--- config.mk ---
export PLATFORM = sky130hd
export DESIGN_NAME = sys_rst_req_flat
export DESIGN_NICKNAME = d
export VERILOG_FILES = /design/src/rtl/sys_rst_pkg.sv /design/src/rtl/sys_rst_req_if.sv /design/src/rtl/sys_rst_wdt.sv /design/src/rtl/sys_rst_req.sv /design/src/flat_wrapper.sv
export SDC_FILE = /design/constraint.sdc
export NUM_CORES = 1
export LEC_CHECK = 0
export BUFFER_PORTS_ARGS = -buffer_cell sky130_fd_sc_hd__buf_4
export CAP_MARGIN = 0
export CORE_MARGIN = 10
export CORE_UTILIZATION = 28
export CTS_BUF_LIST = sky130_fd_sc_hd__clkbuf_16
export DETAILED_ROUTE_END_ITERATION = 7
export PLACE_DENSITY = 0.45
export SLEW_MARGIN = 0
export SYNTH_ARGS = -nofsm -noshare
export SYNTH_HDL_FRONTEND = slang
export SYNTH_SLANG_ARGS = --single-unit
export TNS_END_PERCENT = 1
--- constraint.sdc ---
create_clock -name clk -period 2.1 [get_ports clk]
set_input_delay 0 -clock clk [delete_from_list [all_inputs] [get_ports clk]]
set_output_delay 0 -clock clk [all_outputs]
set_load 0.03 [all_outputs]
--- src/rtl/sys_rst_pkg.sv ---
// Shared definitions for the reset-request controller: register map, trigger
// cause codes and the request state machine encoding.
package sys_rst_pkg;

  localparam logic [1:0] AddrCtrl    = 2'd0;
  localparam logic [1:0] AddrWdtCfg  = 2'd1;
  localparam logic [1:0] AddrWdtKick = 2'd2;
  localparam logic [1:0] AddrStatus  = 2'd3;

  typedef enum logic [1:0] {
    CauseNone = 2'd0,
    CauseSw   = 2'd1,
    CauseWdt  = 2'd2,
    CauseBtn  = 2'd3
  } cause_e;

  typedef enum logic [1:0] {
    StRun    = 2'd0,
    StWarn   = 2'd1,
    StAssert = 2'd2,
    StDone   = 2'd3
  } state_e;

endpackage

--- src/rtl/sys_rst_req_if.sv ---
// Register bus between a host and the reset-request controller: one outstanding
// access, held on cyc until a single-cycle ack.
interface sys_rst_req_if;
  logic [1:0]  addr;
  logic [31:0] wdata;
  logic [31:0] rdata;
  logic        cyc;
  logic        we;
  logic        ack;

  modport master (output addr, output wdata, output cyc, output we, input rdata, input ack);
  modport slave  (input addr, input wdata, input cyc, input we, output rdata, output ack);
endinterface

--- src/rtl/sys_rst_wdt.sv ---
// Watchdog down-counter: loads or reloads on request, counts while enabled in
// RUN, and flags expiry when the count reaches zero.
module sys_rst_wdt
  import sys_rst_pkg::*;
#(
  parameter int unsigned WDT_W = 24
) (
  input  logic             clk,
  input  logic             rst,
  input  logic             load,
  input  logic [WDT_W-1:0] load_val,
  input  logic             kick,
  input  logic [WDT_W-1:0] reload,
  input  logic             en,
  input  logic             run,
  output logic [WDT_W-1:0] cnt,
  output logic             trig
);

  logic [WDT_W-1:0] cnt_q, cnt_d;

  always_comb begin
    cnt_d = cnt_q;
    if (load) begin
      cnt_d = load_val;
    end else if (kick) begin
      cnt_d = reload;
    end else if (en && run && (cnt_q != '0)) begin
      cnt_d = cnt_q - WDT_W'(1);
    end
  end

  // A count already at zero also fires, so an enabled zero reload expires at
  // once; a concurrent load or kick always wins over expiry.
  assign trig = en && run && !load && !kick && (cnt_q <= WDT_W'(1));
  assign cnt  = cnt_q;

  always_ff @(posedge clk) begin
    if (rst) begin
      cnt_q <= '0;
    end else begin
      cnt_q <= cnt_d;
    end
  end

endmodule

--- src/rtl/sys_rst_req.sv ---
// Reset-request controller: collects sw/watchdog/button triggers, warns other
// blocks, then holds a stretched request to the clock manager.
module sys_rst_req
  import sys_rst_pkg::*;
#(
  parameter int unsigned WDT_W       = 24,
  parameter int unsigned WARN_CYCLES = 64,
  parameter int unsigned HOLD_CYCLES = 16,
  parameter logic [15:0] KEY         = 16'hB007
) (
  input  logic               clk,
  input  logic               rst,
  sys_rst_req_if.slave       bus,
  input  logic               btn_req,
  output logic               rst_warn,
  output logic               rst_req,
  output logic [1:0]         cause
);

  localparam int unsigned PhMax = (WARN_CYCLES > HOLD_CYCLES) ? WARN_CYCLES : HOLD_CYCLES;
  localparam int unsigned PhW   = $clog2(PhMax);

  state_e           state_q, state_d;
  cause_e           cause_q, cause_d;
  logic [PhW-1:0]   phase_q, phase_d;
  logic             warn_q, req_q;
  logic             ack_q;
  logic [31:0]      rdata_q, rdata_d;
  logic             wdt_en_q;
  logic [WDT_W-1:0] wdt_reload_q;
  logic [WDT_W-1:0] wdt_cnt;
  logic             wdt_trig;

  logic acc, wr, rd, run, cfg_wr, kick, sw_trig;

  assign acc = bus.cyc && !ack_q;
  assign wr  = acc && bus.we;
  assign rd  = acc && !bus.we;
  assign run = (state_q == StRun);

  // Writes outside RUN are acked but must leave all state untouched.
  assign cfg_wr  = wr && run && (bus.addr == AddrWdtCfg);
  assign kick    = wr && run && (bus.addr == AddrWdtKick);
  assign sw_trig = wr && run && (bus.addr == AddrCtrl) && (bus.wdata[31:16] == KEY) &&
                   bus.wdata[0];

  logic unused_wdata;
  assign unused_wdata = ^bus.wdata;

  sys_rst_wdt #(
    .WDT_W (WDT_W)
  ) u_wdt (
    .clk      (clk),
    .rst      (rst),
    .load     (cfg_wr),
    .load_val (bus.wdata[WDT_W-1:0]),
    .kick     (kick),
    .reload   (wdt_reload_q),
    .en       (wdt_en_q),
    .run      (run),
    .cnt      (wdt_cnt),
    .trig     (wdt_trig)
  );

  always_comb begin
    rdata_d = '0;
    if (rd) begin
      unique case (bus.addr)
        AddrCtrl:    rdata_d = '0;
        AddrWdtCfg:  rdata_d = {wdt_en_q, 31'(wdt_reload_q)};
        AddrWdtKick: rdata_d = 32'(wdt_cnt);
        AddrStatus:  rdata_d = {28'b0, state_q, cause_q};
        default:     rdata_d = '0;
      endcase
    end
  end

  always_comb begin
    state_d = state_q;
    phase_d = phase_q;
    cause_d = cause_q;
    unique case (state_q)
      StRun: begin
        if (sw_trig || wdt_trig || btn_req) begin
          state_d = StWarn;
          phase_d = PhW'(WARN_CYCLES - 1);
          if (sw_trig)       cause_d = CauseSw;
          else if (wdt_trig) cause_d = CauseWdt;
          else               cause_d = CauseBtn;
        end
      end
      StWarn: begin
        if (phase_q == '0) begin
          state_d = StAssert;
          phase_d = PhW'(HOLD_CYCLES - 1);
        end else begin
          phase_d = phase_q - PhW'(1);
        end
      end
      StAssert: begin
        if (phase_q == '0) state_d = StDone;
        else               phase_d = phase_q - PhW'(1);
      end
      // Only the system reset, via PLL lock loss, leaves DONE.
      StDone: ;
      default: state_d = StRun;
    endcase
  end

  always_ff @(posedge clk) begin
    if (rst) begin
      state_q      <= StRun;
      cause_q      <= CauseNone;
      phase_q      <= '0;
      warn_q       <= 1'b0;
      req_q        <= 1'b0;
      ack_q        <= 1'b0;
      rdata_q      <= '0;
      wdt_en_q     <= 1'b0;
      wdt_reload_q <= '0;
    end else begin
      state_q <= state_d;
      cause_q <= cause_d;
      phase_q <= phase_d;
      warn_q  <= (state_d != StRun);
      req_q   <= (state_d == StAssert);
      ack_q   <= acc;
      rdata_q <= rdata_d;
      if (cfg_wr) begin
        wdt_en_q     <= bus.wdata[31];
        wdt_reload_q <= bus.wdata[WDT_W-1:0];
      end
    end
  end

  assign bus.ack   = ack_q;
  assign bus.rdata = rdata_q;
  assign rst_warn  = warn_q;
  assign rst_req   = req_q;
  assign cause     = cause_q;

endmodule

--- src/flat_wrapper.sv ---
// flat-port wrapper written by rule: the top's interface ports become plain ports
module sys_rst_req_flat import sys_rst_pkg::*;
#(
  parameter int unsigned WDT_W       = 24,
  parameter int unsigned WARN_CYCLES = 64,
  parameter int unsigned HOLD_CYCLES = 16,
  parameter logic [15:0] KEY         = 16'hB007
)
  (clk, rst, btn_req, rst_warn, rst_req, cause, bus_addr, bus_wdata, bus_cyc, bus_we, bus_rdata, bus_ack);
  sys_rst_req_if bus_i ();
  input  logic clk;
  input  logic rst;
  input  logic btn_req;
  output logic rst_warn;
  output logic rst_req;
  output logic [1:0] cause;
  input wire logic [$bits(bus_i.addr)-1:0] bus_addr;
  input wire logic [$bits(bus_i.wdata)-1:0] bus_wdata;
  input wire logic [$bits(bus_i.cyc)-1:0] bus_cyc;
  input wire logic [$bits(bus_i.we)-1:0] bus_we;
  output wire logic [$bits(bus_i.rdata)-1:0] bus_rdata;
  output wire logic [$bits(bus_i.ack)-1:0] bus_ack;
  assign bus_i.addr = bus_addr;
  assign bus_i.wdata = bus_wdata;
  assign bus_i.cyc = bus_cyc;
  assign bus_i.we = bus_we;
  assign bus_rdata = bus_i.rdata;
  assign bus_ack = bus_i.ack;
  sys_rst_req #(.WDT_W(WDT_W), .WARN_CYCLES(WARN_CYCLES), .HOLD_CYCLES(HOLD_CYCLES), .KEY(KEY)) u_core (.clk(clk), .rst(rst), .bus(bus_i), .btn_req(btn_req), .rst_warn(rst_warn), .rst_req(rst_req), .cause(cause));
endmodule
# Yosys cells after proc, flatten, opt, wreduce, memory -nomap -nowiden
# Cells that the tools add are included.
dict set report totals {
  ff_bits 94
  input_bits 39
  output_inout_bits 37
  wordCells 67
}
dict set report classes {
  addsub 2
  n_lt_le_gt_ge 1
  n_eq_ne 9
  muxes 14
  n_bitwise 1
  reduce_logical 30
}
# op count
set ops {}
lappend ops {{32-bit one-hot mux with 4 select lines} 1}
lappend ops {{24-bit two-way mux} 3}
lappend ops {{24-bit by 1-bit less-or-equal comparator with 1-bit output (second input constant)} 1}
lappend ops {{24-bit nonzero test} 1}
lappend ops {{24-bit by 1-bit subtractor with 24-bit output (second input constant)} 1}
lappend ops {{6-bit two-way mux} 3}
lappend ops {{6-bit one-hot mux with 3 select lines} 1}
lappend ops {{16-bit == test (second input constant)} 1}
lappend ops {{1-bit logical AND} 14}
lappend ops {{2-bit == test (second input constant)} 4}
lappend ops {{2-bit two-way mux} 4}
lappend ops {{6-bit logical NOT} 1}
lappend ops {{2-bit one-hot mux with 3 select lines} 1}
lappend ops {{3-bit nonzero test} 2}
lappend ops {{6-bit by 1-bit subtractor with 6-bit output (second input constant)} 1}
lappend ops {{2-bit by 1-bit == test with 1-bit output (second input constant)} 2}
lappend ops {{1-bit logical NOT} 4}
lappend ops {{2-bit logical NOT} 2}
lappend ops {{2-bit inequality test (second input constant)} 2}
lappend ops {{3-bit AND reduction} 1}
lappend ops {{1-bit logical OR} 2}
lappend ops {{2-bit AND reduction} 1}
lappend ops {{2-bit nonzero test} 1}
lappend ops {{2-bit OR reduction} 1}
lappend ops {{other kinds (2)} 2}

# Longest topological paths before layout
dict set report logic_depth {
  ltp_word 14
  depth_mapped 10
  mapped_depth_nobuf 8
}

# By module
# A second synthesis with hierarchy kept.
dict set report hier_totals {
  hier_cells 565
  hier_area_um2 4553.1
}
# mod n_inst cells_each area_each_um2 seq_area_each_um2
set modules_own_cells {}
lappend modules_own_cells {sys_rst_req 1 310 2625.0 1261.2}
lappend modules_own_cells {sys_rst_wdt 1 255 1928.1 480.5}

# Worst setup path after synthesis
# No wires, ideal clock.
dict set report synth_path {
  path_type {register -> register}
  startpoint {reg u_core.u_wdt.cnt_q[17] (netlist: u_core.u_wdt.cnt[17])}
  endpoint {reg u_core.u_wdt.cnt_q[21] (netlist: u_core.u_wdt.cnt[21])}
  setup_time_ns 0.119
  arrival_ns 2.108
  required_time_ns 1.981
  path_slack_ns -0.127
  path_stages_with_launch 7
  path_buffers 1
  period_less_slack_ns 2.227
  path_cell_list {dfxtp_1 or3_4 or4_4 nor4_4 a32oi_4 buf_6 o221a_2}
}
dict set report synth_between {
  elab_chain_len 4
  word_cells_on_any_way 7
  cone_classes {add/sub: 1; mux: 3; reduce/logical: 3}
}
# item line_no
set synth_rtl {}
lappend synth_rtl {{start, declared} sys_rst_wdt.sv:20} ;# logic [WDT_W-1:0] cnt_q, cnt_d;
lappend synth_rtl {{start signal, assigned} sys_rst_wdt.sv:42} ;# cnt_q <= cnt_d;
lappend synth_rtl {{24-bit by 1-bit subtractor with 24-bit output} sys_rst_wdt.sv:29} ;# cnt_d = cnt_q - WDT_W'(1);
lappend synth_rtl {{24-bit two-way mux} sys_rst_wdt.sv:28} ;# end else if (en && run && (cnt_q != '0)) begin
lappend synth_rtl {{24-bit two-way mux} sys_rst_wdt.sv:26} ;# end else if (kick) begin
lappend synth_rtl {{24-bit two-way mux} sys_rst_wdt.sv:24} ;# if (load) begin
# Several ways; a longest one is shown, not always the timed one. The select of a mux whose other input is x is not followed.
# A chain may end at the register's enable or synchronous reset.

# Worst setup path in the final report
dict set report layout_path {
  startpoint {reg u_core.u_wdt.cnt_q[17] (netlist: u_core.u_wdt.cnt[17])}
  endpoint {reg u_core.u_wdt.cnt_q[6] (netlist: u_core.u_wdt.cnt[6])}
}
dict set report layout_between {
  elab_chain_len 3
}
# item line_no
set layout_rtl {}
lappend layout_rtl {{24-bit nonzero test} sys_rst_wdt.sv:28}
lappend layout_rtl {{1-bit logical AND} sys_rst_wdt.sv:28}
lappend layout_rtl {{3-bit nonzero test (no line)} --}
# No other way between the ends.

==> results.json <==
{
  "status": "complete, but fails checks",
  "violations": "negative setup slack",
  "grt_pass1_wl_um": 22700,
  "syn_to_final_growth_pct": 38.7,
  "hold_viol_final": 0,
  "ys_seq_area_share_pct": 40.1,
  "clk_pin_slew_ns": 0.06,
  "layout_common_cells": "buf_4 (128), dfxtp_1 (87), nand2_1 (81)",
  "core_area_sq_um": 15200,
  "place_ws_ns": -0.128,
  "rows": 45,
  "hold_depth": 2,
  "p_per_area_nw_per_um2": 864,
  "synth_edf_count": 0,
  "dp_hpwl_um": 10100,
  "io_buffers": 68,
  "critPathLaunch": "u_core.u_wdt.cnt[17]$_SDFFE_PP0P_",
  "num_io_pins": 76,
  "ys_warn_count": 0,
  "fp.dieArea_sq_um": 20900,
  "drt_pass1_iterations": 5,
  "fin_crit_sh_pct": 103,
  "fmax_mhz": 461,
  "clk_latency_ns": 0.35,
  "synth_compound_area_share_pct": 25.2,
  "syn_inst": 520,
  "ys_async_sr_fraction_pct": 0,
  "max-cap-violations": 0,
  "cts_tree": "built",
  "rsz0062_at_grt": "true",
  "cp.required_ns": 2.35,
  "layout-drive-gt1-share_pct": 27.8,
  "path_max_fanout": 5,
  "synth-simple-area-share_pct": 22.0,
  "antenna_found_initial": 0,
  "yosysUniqueCellTypes": 65,
  "die_w_um": 145,
  "num_vias": 4316,
  "min_period_ns": 2.17,
  "dr.first_iter.drc_count": 268,
  "min_to": "u_core.wdt_en_q$_SDFFE_PP0P_",
  "synth_seq_cells": 87,
  "gr-total-overflow": 0,
  "synthMuxAreaShare_pct": 1.04,
  "wl_um": 14200,
  "diodes": 0,
  "cts_root_buffer": "clkbuf_16",
  "timing.final.max_slew_violations": 0,
  "wl_per_cell_um": 16.7,
  "drc": 0,
  "hold_start": "rst",
  "start_util_pct": 28.6,
  "r2r_cells": 6,
  "skew_ns": 0.00725,
  "final_common_cell": "buf_4",
  "synth_area_per_cell_sq_um": 8.35,
  "finalNetCount": 702,
  "arrival_ns": 2.42,
  "reg2reg_from": "u_core.u_wdt.cnt[17]$_SDFFE_PP0P_",
  "setup_slack_ns": -0.0673,
  "vias_per_cell": 5.10,
  "yosys.area_share.xor_xnor_pct": 3.03,
  "n_fill_cell": 1615,
  "synthFlopType": "dfxtp_1",
  "synth.cell_area_sq_um": 4340,
  "gr-usage-all-layers_pct": 13.7,
  "start_kind": "flip-flop",
  "grt_pass1_vias": 4345,
  "critPathKind": "flip-flop to flip-flop",
  "grt_max_degree": 28,
  "peakVddDrop_mv": 0.463,
  "fp.dieH_um": 145,
  "r2r-end": "u_core.u_wdt.cnt[6]$_SDFFE_PP0P_",
  "synth_adder_area_share_pct": 2.59,
  "post-route-util_pct": 39.6,
  "final-setup-viol-count": 17,
  "critPathCaptureType": "flip-flop",
  "htree_levels": 3,
  "rrSetupSlack_ns": -0.07,
  "clockBufferDepth": 2,
  "drtAntennaViolNets": 0,
  "min_path_type": "input pin to flip-flop",
  "place.gp.congestion": 0.832,
  "clock_sinks": 87,
  "synth_top_family_by_area": "compound AO/OA/AOI/OAI gates",
  "p_leak_nw": 2.40,
  "cts_buffers": 9
}
[critical path, stage by stage, from the launching register on]
cell and delay [ns]:
dfxtp_1 0.31, or3_4 0.38, or4_4 0.49, nor4_4 0.27, a32o_2 0.31, nor3_1 0.08
nor4_1 0.23
[metrics by stage]
stage                     power [mW]  setup TNS (ns)  cells  hold slack, ns  instance area, sq um
after floorplan                 2.99          -0.113    526           0.136                  4370
after global placement          3.68          -0.189    803           0.256                  5410
after detailed placement        3.68          -0.575    803           0.258                  5410
after CTS                       5.23          -0.565    847          0.0305                  5990
after global routing            5.50           -3.46    847          0.0734                  6020
final                           5.20          -0.593    847          0.0455                  6020
[cells in the mapped netlist, drive strengths merged (5+ instances only)]
library cell | n | area [sq um]
a21oi | 49 | 245
a22oi | 25 | 188
a311oi | 10 | 93.8
buf | 13 | 106
clkbuf | 29 | 119
dfxtp | 87 | 1740
ha | 9 | 113
inv | 9 | 33.8
nand2 | 83 | 312
nand3 | 9 | 45.0
nand4 | 6 | 37.5
nor2 | 49 | 184
nor3 | 11 | 55.1
nor4 | 13 | 103
o211ai | 13 | 97.6
o21ai | 22 | 114
o221a | 9 | 101
or3 | 7 | 50.1
xnor2 | 10 | 87.6
xor2 | 5 | 43.8
[flip-flops by register name, indices dropped and copies added (netlist names)]
| name | cells |
|---|---|
| u_core.bus.ack | 1 |
| u_core.bus.rdata | 25 |
| u_core.cause | 2 |
| u_core.phase_q | 6 |
| u_core.rst_req | 1 |
| u_core.rst_warn | 1 |
| u_core.state_q | 2 |
| u_core.u_wdt.cnt | 24 |
| u_core.wdt_en_q | 1 |
| u_core.wdt_reload_q | 24 |
[area by class of cell]
class	instances	area [sq um]	area share [%]
inverter	9	33.8	0.561
multi-input combinational	388	2450	40.6
clock inverter	7	27.5	0.457
sequential	87	1740	28.9
clock buffer	9	225	3.74
tap	188	235	3.91
timing repair buffer	159	1310	21.8
[worst max path at each step]
| stage | endpoint |
|---|---|
| final | u_core.u_wdt.cnt[6]$_SDFFE_PP0P_ |
| after global routing | u_core.phase_q[5]$_SDFFE_PP0P_ |
| after CTS | u_core.rst_req$_SDFF_PP0_ |
| after detailed placement | u_core.u_wdt.cnt[16]$_SDFFE_PP0P_ |
| after global placement | u_core.u_wdt.cnt[16]$_SDFFE_PP0P_ |
| after floorplan | u_core.phase_q[0]$_SDFFE_PP0P_ |
[cells by family (layout without fill, tap and decap cells)]
logic type	count (synthesis)	after routing
XOR/XNOR	15	15
AND/OR/NAND/NOR	200	200
other	1	7
adder cells (fa/ha/maj)	9	9
buffers and inverters	51	184
flip-flops	87	87
multiplexers	4	4
AO/OA/AOI/OAI	153	153
[metal layers]
metal  track usage (%)  part of all wire [%]
met2              20.8                    43
met1              18.5                    50
met4              5.90                   2.1
met5                 0                     0
met3              2.85                   4.7
[report_power, final]
| part | switching [mW] | total [mW] | internal (mW) |
|---|---|---|---|
| Sequential | 0.0750 | 1.81 | 1.74 |
| Clock | 0.648 | 1.42 | 0.774 |
| Combinational | 0.975 | 1.97 | 0.991 |
[timing repair]
action,in CTS,in global routing
resized for setup,10,7
hold buffers,27,0
buffers inserted,1,0
pin swaps,4,3
endpoints found under the hold margin,37,0
endpoints found under the setup margin,19,35
(Power assumes the default switching activity.)
